## src/rtl/fifo_stat_t_pkg.sv

```systemverilog
// Shared defaults, read-mode constants and operation decode for fifo_stat_t.
package fifo_stat_t_pkg;

    localparam int FIFO_DEF_B      = 8;
    localparam int FIFO_DEF_W      = 4;
    localparam int FIFO_DEF_AF_LVL = 12;
    localparam int FIFO_DEF_AE_LVL = 2;

    localparam int FIFO_MODE_REG  = 0;
    localparam int FIFO_MODE_FWFT = 1;

    typedef enum logic [1:0] {
        OP_NONE = 2'b00,
        OP_PUSH = 2'b01,
        OP_POP  = 2'b10,
        OP_SWAP = 2'b11
    } fifo_op_e;

    function automatic fifo_op_e fifo_op(
        input logic push,
        input logic pop
    );
        return fifo_op_e'({pop, push});
    endfunction

endpackage

```

## src/rtl/fifo_regfile_t.sv

```systemverilog
// FIFO storage: one write port on the falling clock edge,
// one asynchronous read port.
module fifo_regfile_t
    import fifo_stat_t_pkg::*;
#(
    parameter int B = FIFO_DEF_B,
    parameter int W = FIFO_DEF_W
) (
    input  logic         clk,
    input  logic         we,
    input  logic [W-1:0] w_addr,
    input  logic [B-1:0] w_data,
    input  logic [W-1:0] r_addr,
    output logic [B-1:0] r_data
);

    logic [B-1:0] mem [2**W];

    always_ff @(negedge clk) begin
        if (we) begin
            mem[w_addr] <= w_data;
        end
    end

    assign r_data = mem[r_addr];

endmodule

```

## src/rtl/fifo_stat_t.sv

```systemverilog
// Synchronous FIFO with occupancy count, level flags, sticky errors,
// flush and selectable first-word-fall-through / registered read.
module fifo_stat_t
    import fifo_stat_t_pkg::*;
#(
    parameter int B      = FIFO_DEF_B,
    parameter int W      = FIFO_DEF_W,
    parameter int AF_LVL = FIFO_DEF_AF_LVL,
    parameter int AE_LVL = FIFO_DEF_AE_LVL,
    parameter int FWFT   = FIFO_MODE_FWFT
) (
    input  logic         clk,
    input  logic         reset,
    input  logic         clr,
    input  logic         wr,
    input  logic [B-1:0] w_data,
    input  logic         rd,
    output logic [B-1:0] r_data,
    output logic         r_valid,
    output logic         empty,
    output logic         full,
    output logic         almost_empty,
    output logic         almost_full,
    output logic [W:0]   count,
    output logic         overflow,
    output logic         underflow
);

    localparam int D = 1 << W;
    localparam logic [W:0] CNT_FULL = D[W:0];
    localparam logic [W:0] CNT_AF   = AF_LVL[W:0];
    localparam logic [W:0] CNT_AE   = AE_LVL[W:0];

    if (AF_LVL < 1 || AF_LVL > D) begin : g_bad_af
        initial $error("fifo_stat_t: AF_LVL out of range 1..D");
    end
    if (AE_LVL < 0 || AE_LVL > D - 1) begin : g_bad_ae
        initial $error("fifo_stat_t: AE_LVL out of range 0..D-1");
    end

    logic [W-1:0] w_ptr;
    logic [W-1:0] r_ptr;
    logic [W:0]   cnt_q;
    logic [W:0]   cnt_next;
    logic         empty_q;
    logic         full_q;
    logic         ae_q;
    logic         af_q;
    logic         ovf_q;
    logic         unf_q;
    logic         rd_acc;
    logic         wr_acc;
    logic         we;
    logic [B-1:0] rf_rdata;
    fifo_op_e     op;

    // A write into a full FIFO is still taken when a read frees a slot.
    always_comb begin
        rd_acc = rd & ~empty_q;
        wr_acc = wr & (~full_q | rd_acc);
        op     = fifo_op(wr_acc, rd_acc);
    end

    always_comb begin
        cnt_next = cnt_q;
        unique case (op)
            OP_PUSH: cnt_next = cnt_q + 1'b1;
            OP_POP:  cnt_next = cnt_q - 1'b1;
            default: cnt_next = cnt_q;
        endcase
    end

    assign we = wr_acc & reset & ~clr;

    fifo_regfile_t #(
        .B (B),
        .W (W)
    ) u_regfile (
        .clk    (clk),
        .we     (we),
        .w_addr (w_ptr),
        .w_data (w_data),
        .r_addr (r_ptr),
        .r_data (rf_rdata)
    );

    always_ff @(negedge clk) begin
        if (!reset || clr) begin
            w_ptr   <= '0;
            r_ptr   <= '0;
            cnt_q   <= '0;
            empty_q <= 1'b1;
            full_q  <= 1'b0;
            ae_q    <= 1'b1;
            af_q    <= 1'b0;
            ovf_q   <= 1'b0;
            unf_q   <= 1'b0;
        end else begin
            if (wr_acc) begin
                w_ptr <= w_ptr + 1'b1;
            end
            if (rd_acc) begin
                r_ptr <= r_ptr + 1'b1;
            end
            cnt_q   <= cnt_next;
            empty_q <= (cnt_next == '0);
            full_q  <= (cnt_next == CNT_FULL);
            ae_q    <= (cnt_next <= CNT_AE);
            af_q    <= (cnt_next >= CNT_AF);
            if (wr & ~wr_acc) begin
                ovf_q <= 1'b1;
            end
            if (rd & empty_q) begin
                unf_q <= 1'b1;
            end
        end
    end

    if (FWFT == FIFO_MODE_FWFT) begin : g_fwft
        assign r_data  = rf_rdata;
        assign r_valid = ~empty_q;
    end else begin : g_reg
        logic [B-1:0] rdata_q;
        logic         rvalid_q;

        // Flush drops the pending valid but keeps the last word.
        always_ff @(negedge clk) begin
            if (!reset) begin
                rdata_q  <= '0;
                rvalid_q <= 1'b0;
            end else if (clr) begin
                rvalid_q <= 1'b0;
            end else begin
                rvalid_q <= rd_acc;
                if (rd_acc) begin
                    rdata_q <= rf_rdata;
                end
            end
        end

        assign r_data  = rdata_q;
        assign r_valid = rvalid_q;
    end

    assign empty        = empty_q;
    assign full         = full_q;
    assign almost_empty = ae_q;
    assign almost_full  = af_q;
    assign count        = cnt_q;
    assign overflow     = ovf_q;
    assign underflow    = unf_q;

endmodule

```

## config.mk

```make
export PLATFORM = sky130hd
export DESIGN_NAME = fifo_stat_t
export DESIGN_NICKNAME = d
export VERILOG_FILES = /design/src/rtl/fifo_stat_t_pkg.sv /design/src/rtl/fifo_regfile_t.sv /design/src/rtl/fifo_stat_t.sv
export SDC_FILE = /design/constraint.sdc
export NUM_CORES = 1
export LEC_CHECK = 0
export BUFFER_PORTS_ARGS = -buffer_cell sky130_fd_sc_hd__buf_2
export CAP_MARGIN = 0
export CORE_MARGIN = 1
export CORE_UTILIZATION = 47
export DETAILED_ROUTE_END_ITERATION = 8
export GPL_TIMING_DRIVEN = 0
export PLACE_DENSITY = 0.66
export SLEW_MARGIN = 10
export SYNTH_ARGS = -nofsm -noshare
export SYNTH_HDL_FRONTEND = slang
export SYNTH_SLANG_ARGS = --single-unit
```

## constraint.sdc

```tcl
create_clock -name clk -period 7.1 [get_ports clk]
set_input_delay 0.71 -clock clk [delete_from_list [all_inputs] [get_ports clk]]
set_output_delay 0.71 -clock clk [all_outputs]
set_load 0.02 [all_outputs]
```

==> flow_summary.ini, run 1 <==
[logic_synthesis]
yosys.area.top_type = edfxtp_1
yosys.area.top_type_share_pct = 62.94
syn_inst = 317
syn_area_sq_um = 6107
seq_area_frac_synth_pct = 70.48
async_flop_share_pct = 0
syn_nets = 338
ys_types = 42
yosys-top-cells-area = edfxtp_1, mux4_1, dfxtp_1, mux4_2, nor2_1
synthFlopType = edfxtp_1
ys_seq_elements = 151
synth_warnings = 0
syn_avg_cell_area_sq_um = 19.27
synth_edf_count = 128

[die]
core_sq_um = 12620
die_w_microns = 116.0
io_pins = 33
die_y_microns = 116.0
rows = 41
dieArea_sq_um = 13450
initial_core_util_pct = 48.39

[place]
hpwl_microns = 7360
port_buffers = 32
gp_congestion = 0.7162
dpl_cell_area_sq_um = 6502

[power]
p_per_area_nw_per_um2 = 293.4
leakagePower_nw = 3.198
p_total_w = 0.002242
peakVddDrop_uv = 118.6

[final_layout]
final_common_cell = inv_1
fill_cells = 992
drive_above_1_share_pct = 15.82
final_cell_mix = inv_1, edfxtp_1, buf_2, mux4_1, nor2_1
diodes = 0
seq_area_sq_um = 4304
multi_input_area_sq_um = 1683
fin_nets = 539
fin_util_pct = 60.57
syn_to_final_growth_pct = 25.16
postLayoutCellArea_sq_um = 7644

[clocking]
htreeDepth = 4
post_cts_buffers = 0
ctsResizeCount = 0
cts_sinks = 151
clk_path_buf_depth = 2
cts_buffers = 17
cts_tree = done
root_buffer = clkbuf_16
clkSlewWorstSetupHoldPaths_ns = 0.03
insertion_delay_ns = 0.46
cts_hold_buf = 0

[routing]
ant_nets = 0
detail_route.wl_per_cell_microns = 17.73
drc = 0
drtPass1Iterations = 5
drt-initial-drc-count = 164
finalWirelength_microns = 12460
via_per_inst = 5.108
num_vias = 3591

[status]
status = completed

[flow_run]
cap_violations = 0

[sta]
drv_slew = 0
rsz0062_at_grt = no
hold_viol_final = 0
relSlewSlack_pct = 32.78
skew_ns = 0.01952
tns_ns = 0
setup_viol = 0
worst-slew-pin-transition_ns = 1.005

[grt]
grt_pass1_vias = 4010
track_usage_pct = 20.21
grt_pass1_wl_microns = 18820
antenna_found_initial = 0
gr-total-overflow = 0
grt_max_degree = 17

[critical_path]
critPathLaunchType = flop
cp_max_fo = 10
cp-end-kind = primary output
crit_required_ns = 6.39
crit_arrival_ns = 6.08
setup.worst_path.class = reg -> out

[min_path]
hold_path_class = reg -> reg
## layer usage
metal	wire, microns	vias up	GRT usage [%]
li1	-	1686	-
met1	4857	1765	21.07
met2	6618	122	32.74
met3	789	18	8.891
met4	198	0	14.36
met5	0	-	0
## area by class of cell
cell class / instances / area share [%]
sequential: 151 / 56.31
multi-input combinational: 140 / 22.02
clock inverter: 166 / 9.412
clock buffer: 17 / 5.566
tap: 172 / 2.816
timing repair buffer: 32 / 2.095
buffer: 17 / 1.391
inverter: 8 / 0.3929
## state kept, by name, indices dropped and copies added (netlist names), named ones only
signal	cells
almost_empty	1
almost_full	1
count	5
empty	1
full	1
overflow	1
r_ptr	4
u_regfile.mem	128
underflow	1
w_ptr	4
## per-stage QoR
step / worst slack [ns] / instances / hold WS (ns)
after floorplan: 0.5989 / 317 / 0.4847
after global placement: 0.1275 / 521 / 0.4486
after detailed placement: 0.07192 / 521 / 0.4598
after CTS: 0.2609 / 703 / 0.4691
after global routing: 0.1915 / 703 / 0.4864
final: 0.3061 / 703 / 0.4610
## where the power goes
part	switching, W	internal, W	leakage, nW	total [W]
combinational	0.0000364	0.0000219	0.772	0.0000583
clock	0.000577	0.000632	1.09	0.00121
sequential	0.00000255	0.000973	1.34	0.000975
total	0.000616	0.00163	3.20	0.00224
## worst max-delay path: stages, from the launching register on
cell and delay (ns):
dfxtp_1 0.40, buf_1 0.55, mux4_1 0.40, mux4_2 0.52
buf_2 0.19
## kinds of logic (layout without fill, tap and decap cells)
family | count (synthesis) | in the layout | share of synthesized area, %
simple gates | 61 | 61 | 4.876
compound gates | 18 | 18 | 2.049
mux | 44 | 44 | 17.37
fa+ha+maj | 8 | 8 | 1.639
flops | 151 | 151 | 70.48
xor+xnor | 9 | 9 | 1.291
buf+inv | 26 | 240 | 2.295
## synth_stat cells, drive strengths merged, types with 2 or more instances
cell	number
mux2i	4
nor3b	3
xor2	4
o31ai	2
a31oi	2
inv	9
nor2	27
xnor2	5
a21oi	4
nor2b	4
o21ai	2
nor3	6
mux4	40
clkbuf	5
nand2	9
edfxtp	128
nand2b	4
dfxtp	23
ha	8
buf	12
## path summary, 6_finish.rpt
check	cells past startpoint	endpoint	start	slack, ns
worst max register to register	11	empty	empty	4.17
worst max-delay path	4	r_data[1]	flop	0.31
worst min-delay path	1	overflow	overflow	0.46
worst min register to register	1	overflow	overflow	0.46
Note: power is estimated with default switching activity, not from simulation.
==> run 2, diff against run 1 <==
Settings changed: GPL_ROUTABILITY_DRIVEN set to 0, PLACE_DENSITY 0.66 to 0.68.
Clock period 7.1 ns to 6.1 ns, I/O delays scaled along.
==> flow_summary.ini, run 2 (same netlist as run 1, synthesis figures left out) <==
[routing]
ant_nets = 0
num_vias = 3542
drc = 0
via_per_inst = 5.046
drtPass1Iterations = 5
finalWirelength_microns = 12000
detail_route.wl_per_cell_microns = 17.10
drt-initial-drc-count = 186

[place]
dp.cells = 521
dp_slack_ns = -0.2786
hpwl_microns = 7197
port_buffers = 32

[min_path]
hold_depth = 1
hold_end = overflow
hold_path_class = reg -> reg
hold_start = overflow

[die]
dieArea_sq_um = 13450
core_sq_um = 12620
rows = 41
io_pins = 33
initial_core_util_pct = 48.39
die_y_microns = 116.0
die_w_microns = 116.0

[clocking]
insertion_delay_ns = 0.46
htreeDepth = 4
cts_sinks = 151
cts_tree = done
root_buffer = clkbuf_16
cts_hold_buf = 0
clk_path_buf_depth = 2
cts_buffers = 17
clkSlewWorstSetupHoldPaths_ns = 0.04

[grt]
grtUsageMet1_pct = 20.84
grt-busiest-layer = met2
grtUsageMet3_pct = 11.66
grt_max_degree = 17
antenna_found_initial = 0
gr-total-overflow = 0
grt_pass1_wl_microns = 18730
grt_pass1_vias = 3910
grt_util_met2_pct = 31.87
track_usage_pct = 20.07

[sta]
relSlewSlack_pct = 37.06
rsz0062_at_grt = no
worst-slew-pin-transition_ns = 0.9406
hold_viol_final = 0
skew_ns = 0.01753
setup_slack_ns = 0.07900
drv_slew = 0
holdWs_ns = 0.4640
setup_viol = 0

[final_layout]
top_register = u_regfile.mem
fin_cells = 702
final_common_cell = inv_1
diodes = 0
syn_to_final_growth_pct = 26.82
final_cell_mix = inv_1, edfxtp_1, buf_2, mux4_1, nor2_1
drive_above_1_share_pct = 16.42
largest_reg_flops = 128
fin_nets = 539

[critical_path]
crit_arrival_ns = 5.41
rr_endpoint = empty
crit_required_ns = 5.49
max_stage_delay_ns = 0.58
crit_chain = buf_6 -> buf_6 -> mux4_1 -> mux4_2 -> buf_2
reg2regPathDepth = 11
setup.worst_path.class = reg -> out
cp-end-kind = primary output
cp_max_fo = 10
cp_common_cell = buf_6
timing.rr.start = empty
cpMaxStageDelayCell = mux4_1
critPathLaunchType = flop
r2r_slack_ns = 3.37

[status]
status = completed

[flow_run]
cap_violations = 0

[power]
leakagePower_nw = 3.261
peakVddDrop_uv = 202.0
p_per_area_nw_per_um2 = 360.6
[run 2: changes by cell type in the layout (fill, tap and decap cells not counted), moves of 2 or more]
cell,before,now
bufinv_16,2,7
clkinv_4,5,1
inv_4,3,1
buf_2,35,38
mux4_1,32,30
clkinvlp_2,3,1
mux4_2,8,10
inv_1,160,162
buf_1,5,2
[run 2: critical path: cells and delay by family, from the launching register on]
| kind | cells | cell delay (ns) |
|---|---|---|
| muxes | 2 | 1.10 |
| buffers and inverters | 3 | 0.50 |
| DFF | 1 | 0.31 |
[run 2: worst max path at each step]
| stage | startpoint | end | slack, ns |
|---|---|---|---|
| detailed placement | rd | empty | -0.28 |
| CTS | flop | r_data[1] | 0.02 |
| global route | flop | r_data[0] | 0.01 |
| global placement | rd | empty | -0.24 |
| finish | flop | r_data[0] | 0.08 |
| floorplan | rd | full | 0.20 |
[run 2: layout make-up]
cell class / count / area [sq um]
clock buffer: 17 / 425.4
inverter: 8 / 30.03
clock inverter: 165 / 817.0
timing repair buffer: 32 / 160.2
sequential: 151 / 4304
buffer: 17 / 113.9
fill: 991 / 4875
tap: 172 / 215.2
multi-input combinational: 140 / 1679
[run 2: power by group]
group	internal [W]	total, W	switching, W
registers	0.00113	0.00114	0.00000310
clock network	0.000935	0.00159	0.000656
logic	0.0000257	0.0000673	0.0000416
[run 2: through the flow]
| stage | utilization, % | cell area (sq um) | power [W] | TNS [ns] |
|---|---|---|---|---|
| floorplan | - | 6107 | 0.001335 | 0 |
| global placement | 51.37 | 6482 | 0.001361 | -2.529 |
| detailed placement | 51.53 | 6502 | 0.001364 | -0.9826 |
| CTS | 61.37 | 7745 | 0.002843 | 0 |
| global route | 61.37 | 7745 | 0.002959 | 0 |
| finish | 61.37 | 7745 | 0.002793 | 0 |
[run 2: what timing repair did]
action                                  CTS  global route
pin swaps                                 0             0
setup buffers                             0             0
endpoints found under the setup margin    8             4
resized for setup                         3             4
[run 2: routing by layer]
| layer | wire (microns) | up-vias | part of all wire [%] |
|---|---|---|---|
| met3 | 894 | 7 | 7.4 |
| met1 | 4787 | 1730 | 40 |
| met2 | 6264 | 121 | 52 |
| li1 | - | 1684 | - |
| met5 | 0 | - | 0 |
| met4 | 57 | 0 | 0.47 |
